### src/rtl/ifq_pkg.sv
// Shared types and constants for the instruction prefetch queue.
package ifq_pkg;

    localparam int unsigned IFQ_WIDTH = 32;
    localparam int unsigned IFQ_DEPTH = 4;
    localparam int unsigned IFQ_PTR_W = $clog2(IFQ_DEPTH) + 1;
    localparam logic [IFQ_WIDTH-1:0] IFQ_ALIGN_MASK = 32'hFFFF_FFFC;

    typedef struct packed {
        logic [IFQ_WIDTH-1:0] pc;
        logic [IFQ_WIDTH-1:0] instr;
    } ifq_entry_t;

endpackage

### src/rtl/ifq_fifo.sv
// Synchronous FIFO with wrap-bit pointers and flush; head is read straight from storage.
module ifq_fifo #(
    parameter int unsigned DATA_W = 64,
    parameter int unsigned DEPTH  = 4
) (
    input  logic                   clk,
    input  logic                   rst_n,
    input  logic                   flush,
    input  logic                   push,
    input  logic [DATA_W-1:0]      pushData,
    input  logic                   pop,
    output logic [DATA_W-1:0]      headData,
    output logic                   empty,
    output logic [$clog2(DEPTH):0] count
);

    localparam int unsigned PTR_W = $clog2(DEPTH) + 1;
    localparam int unsigned IDX_W = PTR_W - 1;

    logic [DATA_W-1:0] mem [DEPTH];
    logic [PTR_W-1:0]  wrPtr;
    logic [PTR_W-1:0]  rdPtr;
    logic              full;

    always_ff @(posedge clk) begin
        if (push) begin
            mem[wrPtr[IDX_W-1:0]] <= pushData;
        end
    end

    always_ff @(posedge clk) begin
        if (!rst_n || flush) begin
            wrPtr <= '0;
            rdPtr <= '0;
        end else begin
            if (push) wrPtr <= wrPtr + PTR_W'(1);
            if (pop)  rdPtr <= rdPtr + PTR_W'(1);
        end
    end

    assign empty    = (wrPtr == rdPtr);
    assign full     = (wrPtr[PTR_W-1] != rdPtr[PTR_W-1]) &&
                      (wrPtr[IDX_W-1:0] == rdPtr[IDX_W-1:0]);
    assign count    = wrPtr - rdPtr;
    assign headData = mem[rdPtr[IDX_W-1:0]];

    // Credit logic upstream must never let a push land on a full FIFO.
    always_ff @(posedge clk) begin
        if (rst_n && !flush) assert (!(push && full && !pop));
    end

endmodule

### src/rtl/ifetch_prefetch_queue.sv
// Instruction prefetch queue feeding Fetch; redirects flush the queue and drop in-flight responses.
// Optional IFQ_BYPASS_EN presents a response to Fetch in its arrival cycle when the queue is empty.
module ifetch_prefetch_queue
    import ifq_pkg::*;
#(
    parameter int unsigned      WIDTH    = IFQ_WIDTH,
    parameter int unsigned      DEPTH    = IFQ_DEPTH,
    parameter logic [WIDTH-1:0] RESET_PC = '0
) (
    input  logic                   clk,
    input  logic                   rst_n,
    output logic                   imem_req_valid,
    input  logic                   imem_req_ready,
    output logic [WIDTH-1:0]       imem_req_addr,
    input  logic                   imem_rsp_valid,
    input  logic [WIDTH-1:0]       imem_rsp_data,
    input  logic                   redirect_valid,
    input  logic [WIDTH-1:0]       redirect_pc,
    input  logic                   deq_ready,
    output logic                   deq_valid,
    output logic [WIDTH-1:0]       deq_instr,
    output logic [WIDTH-1:0]       deq_pc,
    output logic [$clog2(DEPTH):0] occupancy
);

    localparam int unsigned      PTR_W = $clog2(DEPTH) + 1;
    localparam logic [WIDTH-1:0] ALIGN = WIDTH'(IFQ_ALIGN_MASK);

    logic [WIDTH-1:0] fetchPc;
    logic [PTR_W-1:0] dropCnt;
    logic [PTR_W-1:0] outstanding;
    logic [PTR_W-1:0] outNext;
    logic [PTR_W-1:0] qCount;
    logic [PTR_W:0]   inFlight;
    logic             qEmpty;
    logic             shEmpty;
    logic [WIDTH-1:0] rspPc;
    logic             reqFire;
    logic             rspFire;
    logic             rspKeep;
    logic             qPush;
    logic             qPop;
    ifq_entry_t       rspEntry;
    ifq_entry_t       headEntry;
    ifq_entry_t       deqEntry;

    // Credit: queued entries plus in-flight requests never exceed DEPTH.
    assign inFlight       = {1'b0, qCount} + {1'b0, outstanding};
    assign imem_req_valid = rst_n && (inFlight < (PTR_W+1)'(DEPTH)) && !redirect_valid;
    assign imem_req_addr  = fetchPc;
    assign reqFire        = imem_req_valid && imem_req_ready;

    assign rspFire = imem_rsp_valid && !shEmpty;
    assign rspKeep = rspFire && !redirect_valid && (dropCnt == '0);
    assign outNext = outstanding + PTR_W'(reqFire) - PTR_W'(rspFire);

    always_comb begin
        rspEntry       = '0;
        rspEntry.pc    = rspPc;
        rspEntry.instr = imem_rsp_data;
    end

`ifdef IFQ_BYPASS_EN
    logic bypassHit;
    assign bypassHit = rspKeep && qEmpty;
    assign qPush     = rspKeep && !(bypassHit && deq_ready);
    assign deq_valid = !qEmpty || bypassHit;
    assign deqEntry  = qEmpty ? rspEntry : headEntry;
`else
    assign qPush     = rspKeep;
    assign deq_valid = !qEmpty;
    assign deqEntry  = headEntry;
`endif

    assign qPop      = !qEmpty && deq_ready;
    assign deq_instr = deq_valid ? deqEntry.instr : '0;
    assign deq_pc    = deq_valid ? deqEntry.pc : '0;
    assign occupancy = qCount;

    ifq_fifo #(.DATA_W($bits(ifq_entry_t)), .DEPTH(DEPTH)) u_queue (
        .clk      (clk),
        .rst_n    (rst_n),
        .flush    (redirect_valid),
        .push     (qPush),
        .pushData (rspEntry),
        .pop      (qPop),
        .headData (headEntry),
        .empty    (qEmpty),
        .count    (qCount)
    );

    // Shadow of issued addresses; its depth is the outstanding-request count.
    ifq_fifo #(.DATA_W(WIDTH), .DEPTH(DEPTH)) u_addrShadow (
        .clk      (clk),
        .rst_n    (rst_n),
        .flush    (1'b0),
        .push     (reqFire),
        .pushData (fetchPc),
        .pop      (rspFire),
        .headData (rspPc),
        .empty    (shEmpty),
        .count    (outstanding)
    );

    always_ff @(posedge clk) begin
        if (!rst_n) begin
            fetchPc <= RESET_PC & ALIGN;
            dropCnt <= '0;
        end else if (redirect_valid) begin
            fetchPc <= redirect_pc & ALIGN;
            dropCnt <= outNext;
        end else begin
            if (reqFire) fetchPc <= (fetchPc + WIDTH'(4)) & ALIGN;
            if (rspFire && (dropCnt != '0)) dropCnt <= dropCnt - PTR_W'(1);
        end
    end

    // A response with nothing outstanding is a memory-side protocol error.
    always_ff @(posedge clk) begin
        if (rst_n) assert (!(imem_rsp_valid && shEmpty));
    end

endmodule
### config.mk
export PLATFORM = sky130hd
export DESIGN_NAME = ifetch_prefetch_queue
export DESIGN_NICKNAME = d
export VERILOG_FILES = /design/src/rtl/ifq_pkg.sv /design/src/rtl/ifq_fifo.sv /design/src/rtl/ifetch_prefetch_queue.sv
export SDC_FILE = /design/constraint.sdc
export NUM_CORES = 1
export LEC_CHECK = 0
export CAP_MARGIN = 10
export CORE_MARGIN = 2
export CORE_UTILIZATION = 55
export DETAILED_ROUTE_END_ITERATION = 16
export GPL_ROUTABILITY_DRIVEN = 0
export PLACE_DENSITY = 0.84
export SLEW_MARGIN = 20
export SYNTH_ARGS = -nofsm -noshare
export SYNTH_HDL_FRONTEND = slang
export SYNTH_SLANG_ARGS = --single-unit
### constraint.sdc
create_clock -name clk -period 4.7 [get_ports clk]
set_input_delay 0.705 -clock clk [delete_from_list [all_inputs] [get_ports clk]]
set_output_delay 0.705 -clock clk [all_outputs]
set_load 0.005 [all_outputs]
---- Yosys cells after proc, flatten, opt, wreduce, memory -nomap -nowiden ----
Memory sizes are Yosys's and may differ from the RTL's. A register that Yosys moved wholly into a read port is not among the register bits.
Cells that the tools add are included.
W data, S select, Z words.
word-level totals
  flip-flop bits (word level) ............. 45
  output and inout bits ................... 101
  memories ................................ 2
  logic and storage cells ................. 53
  input bits .............................. 70
  RAM bits ................................ 376
memory list
  memory            depth  bits a word  rd ports  clocked after memory_dff  wr ports  RTL line        text
  u_queue.mem       4      64           1         1                         1         ifq_fifo.sv:20  logic [DATA_W-1:0] mem [DEPTH];
  u_addrShadow.mem  4      30           1         1                         1         ifq_fifo.sv:20
cells by class
  equal/unequal tests ..................... 2
  magnitude comparators ................... 1
  muxes and demuxes ....................... 14
  reductions and logical operators ........ 17
  $add $sub $neg .......................... 11
operator list
  kind                     count
  $mux W32                 4
  $add A32 B3 Y32 const B  1
  $add A3 B1 Y3 const B    4
  $logic_and A1 B1 Y1      8
  $mux W2                  4
  $eq A3 B3 Y1             2
  $mux W3                  2
  $sub A3 B3 Y3            2
  $add A3 B3 Y4            1
  $logic_not A1 Y1         4
  $lt A4 B3 Y1 const B     1
  $mux W1                  4
  $reduce_bool A2 Y1       2
  $add A3 B1 Y3            1
  $logic_not A3 Y1         1
  $reduce_bool A3 Y1       1
  $sub A3 B1 Y3            1
  $sub A3 B1 Y3 const B    1
  $logic_or A1 B1 Y1       1

---- Longest topological paths before layout ----
  depth in word-level cells ............... 9
  mapped depth ............................ 21

---- Hierarchy ----
From an unflattened synthesis, not the netlist that was laid out.
second synthesis, totals
  cell total of the unflattened synthesis .. 943
  area total of the unflattened synthesis .. 17,401.7 um2
by module, submodules not included
  module                    times used  area an instance (um2)  cells each  sequential area each (um2)
  ifq_fifo at u_queue       1           9,758.1                 380         7,847.5
  ifq_fifo at u_addrShadow  1           5,106.1                 213         4,003.8
  ifetch_prefetch_queue     1           2,537.4                 350         660.6

---- Worst setup path after synthesis ----
Ideal clock, no wire load.
  path type ............................... reg2reg
  start ................................... reg u_addrShadow.wrPtr[0]
  end ..................................... reg dropCnt[2]
  arrival ................................. 3,687 ps
  path slack .............................. 896 ps
  stages on the path, launching flop included .. 21
  required time ........................... 4,584 ps
  clock period less this slack ............ 3,804 ps
  cell sequence ........................... dfxtp_1 > inv_1 > ha_1 > inv_1 > fa_1 > ha_1 > or3b_1 > and3_1 > buf_4 > inv_2 > buf_6 > buf_4 > ha_1 > inv_1 > ha_1 > inv_1 > fa_1 > xor2_1 > xnor2_1 > nand2_1 > o211a_1
on the way
  word-level cells in the longest chain between the ends .. 9
ends and longest elaborated chain
  what                              RTL line                      text
  from (decl)                       ifq_fifo.sv:21                logic [PTR_W-1:0] wrPtr;
  from (signal assigned)            ifq_fifo.sv:36                if (push) wrPtr <= wrPtr + PTR_W'(1);
  $sub A3 B3 Y3                     ifq_fifo.sv:44                assign count = wrPtr - rdPtr;
  $add A3 B3 Y4                     ifetch_prefetch_queue.sv:48   assign inFlight = {1'b0, qCount} + {1'b0, outstanding};
  $lt A4 B3 Y1                      ifetch_prefetch_queue.sv:49   assign imem_req_valid = rst_n && (inFlight < (PTR_W+1)'(DEPTH)) && !redirect_valid;
  $logic_and A1 B1 Y1 (2 in a row)  ifetch_prefetch_queue.sv:49
  $logic_and A1 B1 Y1               ifetch_prefetch_queue.sv:51   assign reqFire = imem_req_valid && imem_req_ready;
  $add A3 B1 Y3                     ifetch_prefetch_queue.sv:55   assign outNext = outstanding + PTR_W'(reqFire) - PTR_W'(rspFire);
  $sub A3 B1 Y3                     ifetch_prefetch_queue.sv:55
  $mux W3                           ifetch_prefetch_queue.sv:109  end else if (redirect_valid) begin
  to (signal assigned)              ifetch_prefetch_queue.sv:111  dropCnt <= outNext;
  to (signal assigned)              ifetch_prefetch_queue.sv:114  if (rspFire && (dropCnt != '0)) dropCnt <= dropCnt - PTR_W'(1);
  to (decl)                         ifetch_prefetch_queue.sv:30   logic [PTR_W-1:0] dropCnt;
Several ways; a longest one is shown, not always the timed one.
A chain may end at the register's enable or synchronous reset.

---- Final worst setup path ----
Ends and elaborated chain as after synthesis.

==> metrics.md <==
| Metric | Value |
|---|---|
| PwrDens | `about 390 nW/um2` |
| Initial core utilization | `55.91%` |
| Vias | `between 8000 and 9000` |
| PortBufs | `around 160` |
| R2R Path End | `dropCnt[2]` |
| Synth area leaders | `edfxtp_1 (67%), mux4_2 (12%), dfxtp_1 (5.9%)` |
| Total GRT Usage | `22.36%` |
| Max Fanout on Critical Path | `20` |
| HP Start | `u_addrShadow.rdPtr[2]` |
| Area occupied by multi-input gates | `4288 um2` |
| Slew @ Worst Pin | `between 900 and 1000 ps` |
| Yosys top cell area share | `between 60% and 70%` |
| Sequential Power Share | `53.5%` |
| Share of cells above drive strength 1 | `roughly 17%` |
| Crit end category | `register` |
| Register Area | `~12000 um2` |
| Grt met1 use | `between 30% and 40%` |
| Clk pin slew, worst setup/hold paths | `around 60 ps` |
| Total grt overflow | `0` |
| I/O pin total | `~170` |
| WP data required | `5130 ps` |
| Initial antenna violation count | `0` |
| Final worst-path cycle share | `around 84%` |
| Post-Syn Area | `between 15000 and 20000 um2` |
| Max Cap Viol | `0` |
| H-tree level count | `2` |
| Worst setup SP type | `register` |
| Final setup fails | `0` |
| # Post-CTS Setup Buffers | `0` |
| Crit path max-delay cell type | `fa_1` |
| Cell with the most instances after synthesis | `edfxtp_1` |
| Max-slew headroom | `33.60%` |
| Hold_buf cts | `0` |
| Combinational power share | `under 10%` |
| Worst reg-to-reg path cell count | `17` |
| Hold Vio Cnt, Final | `0` |
| Synth Warn # | `0` |
| Number of global-route vias before repair | `between 9000 and 10000` |
| Post-synth top cells | `edfxtp_1 (368), mux4_2 (92), and2_1 (70), dfxtp_1 (49), nand2_1 (31)` |
| Final Core Density | `roughly 67%` |
| Cells after Synth | `approximately 900` |
| Sw frac | `between 20% and 30%` |
| Hold_ws | `~540 ps` |
| CTS buffer count | `42` |
| CTS Root Cell | `clkbuf_16` |
| Die width | `177.8 um` |
| Gr busiest metal | `met2` |
| Reg2reg setup slack | `~750 ps` |
| Post_cts resized | `0` |
| Pre-Repair DR Iteration Count | `5` |
| Pint | `between 6 and 7 mW` |
| CTS Buffer Depth | `3` |
| Rows | `between 60 and 70` |
| Via density | `roughly 6` |
| Number of flops mapped to enable cells by yosys | `368` |
| P&R area growth vs syn | `20.63%` |
| Largest net degree at the start of global routing | `between 60 and 70` |
| RSZ-0062 raised after global routing | `no` |
| Setup TNS | `0 ps` |
| GR Util met2 | `a little under two fifths` |
| DRT Wirelength | `between 30 and 40 mm` |
| Main flop type after synthesis | `edfxtp_1` |
| # fillers | `between 1500 and 2000` |
| Met3 usage | `3.642%` |
| R2R Path Start | `u_addrShadow.wrPtr[0]` |
| Max stage delay on crit path | `~500 ps` |
| Static leakage | `approximately 6.5 nW` |
| Status | `complete, no violations` |
| # diodes | `0` |
| Max IR drop VDD | `about 0.25 mV` |
| Final HPWL DP | `around 20 mm` |
| Wirelength per Cell | `approximately 23 um` |
| Fmax | `between 0.2 and 0.3 GHz` |
| Die height | `177.8 um` |
| Sw Pwr | `1.601 mW` |
| Final Critical Period | `between 3000 and 4000 ps` |
| Avg Inst Size Synth | `about 18 um2` |
| Crit path kind | `register to register` |
| #FFs+latches synth | `between 400 and 500` |
| Fin nets | `roughly 1200` |
| Post-synth ARST share | `0%` |
| Sequential area share after synthesis | `slightly above 70%` |
| Crit path DAT | `4380 ps` |
| CP cell instances | `inv_1 > ha_1 > inv_1 > fa_1 > ha_1 > or3b_1 > and3_1 > inv_2 > ha_1 > inv_1 > ha_1 > inv_1 > fa_1 > xor2_1 > xnor2_1 > nand2_1 > o211a_1` |
| Hold endpoint | `u_addrShadow.rdPtr[2]` |
| Clock skew | `roughly 10 ps` |
| Clk sinks | `between 400 and 500` |
| Core Region | `roughly 30000 um2` |
| Post-synthesis cell type count | `54` |
| HP Class | `register to register` |
| Max Slew Vio Count | `0` |
| CTS tree | `yes` |
| Drt drc | `0` |
| DRT iter0 DRCs | `about 800` |
| First-pass GRT wire length | `approximately 53 mm` |
| Synth area leader | `edfxtp_1` |
| DRT antenna net count | `0` |
| Clock Power Share | `between 40 and 50%` |
| Number of stages on the worst hold path | `2` |
| Clock latency on the worst-skew pair | `~530 ps` |
| Die Area | `31610 um2` |
[cells in the final DEF, fill, tap and decap left out, drive strengths merged, types with 14 or more instances in the layout]
cell	instances
a21oi	23
and2	70
buf	17
clkbuf	56
clkdlybuf4s50	164
dfxtp	49
edfxtp	368
ha	21
inv	26
mux4	92
nand2	31
nand3	17
nor2	29
o21ai	18
xnor2	14
[power groups by stage]
stage          clock, mW  combinational, mW  sequential (mW)
2_1_floorplan          0              0.249             4.23
3_3_place_gp           0              0.421             4.25
3_5_place_dp           0              0.433             4.26
4_1_cts             3.26              0.436             4.19
5_1_grt             3.39              0.476             4.19
6_report            3.21              0.434             4.19
[state kept, by name, indices dropped and copies added, names as in the netlist, named ones only]
signal and count:
u_addrShadow.rdPtr 3, dropCnt 3, u_addrShadow.wrPtr 3, u_addrShadow.mem 120, u_queue.wrPtr 3, u_queue.rdPtr 3
u_queue.mem 248, imem_req_addr 30
[worst max-delay path, delay by kind of cell (launching register included)]
| kind | cells | cell delay (ps) |
|---|---|---|
| DFF | 1 | 400 |
| and+or+nand+nor | 3 | 630 |
| buffers and inverters | 5 | 580 |
| xor gates and xnor gates | 2 | 330 |
| AOI/OAI and AO/OA | 1 | 130 |
| adders and majority gates | 6 | 1780 |
[kinds of logic (layout without fill, tap and decap cells)]
group	after synthesis	after routing	synth area share (%)
buffers and inverters	72	281	1.905
xor gates and xnor gates	25	25	1.318
other	1	4	0.02257
muxes	95	95	12.65
and+or+nand+nor	196	196	6.823
DFF	417	417	72.42
AOI/OAI and AO/OA	76	76	2.922
adders and majority gates	24	24	1.943
[how the worst max path moves through the flow]
| stage | startpoint | endpoint | cells after the start |
|---|---|---|---|
| after global placement | u_addrShadow.wrPtr[0] | dropCnt[2] | 17 |
| after global routing | u_addrShadow.wrPtr[0] | dropCnt[2] | 17 |
| after detailed placement | u_addrShadow.wrPtr[0] | dropCnt[2] | 17 |
| final | u_addrShadow.wrPtr[0] | dropCnt[2] | 17 |
| after CTS | u_addrShadow.wrPtr[0] | dropCnt[2] | 17 |
| after floorplan | u_addrShadow.wrPtr[0] | dropCnt[2] | 20 |
[layout make-up]
class                           count  area share, %
Clock buffer                       56          5.762
Inverter                           25         0.4682
Clock inverter                     19         0.8615
Multi-Input combinational cell    420          21.39
Timing Repair Buffer              181          9.014
Tap cell                          390          2.435
Sequential cell                   417          60.07
[through the flow]
stage               area [um2]  cells  total power, mW  setup slack (ps)
global placement         18720   1433            4.675             843.9
CTS                      20040   1508            7.884             764.1
finish                   20040   1508            7.828             750.2
global route             20040   1508            8.061             520.8
detailed placement       18720   1433            4.693             781.8
floorplan                16630    909            4.483             896.2
[per-layer routing]
| metal | up-vias | share of wire, % |
|---|---|---|
| li1 | 3939 | - |
| met1 | 4559 | 41 |
| met2 | 440 | 49 |
| met3 | 59 | 7.4 |
| met4 | 0 | 2.5 |
| met5 | - | 0 |
Power figures use the tool's default switching activity.
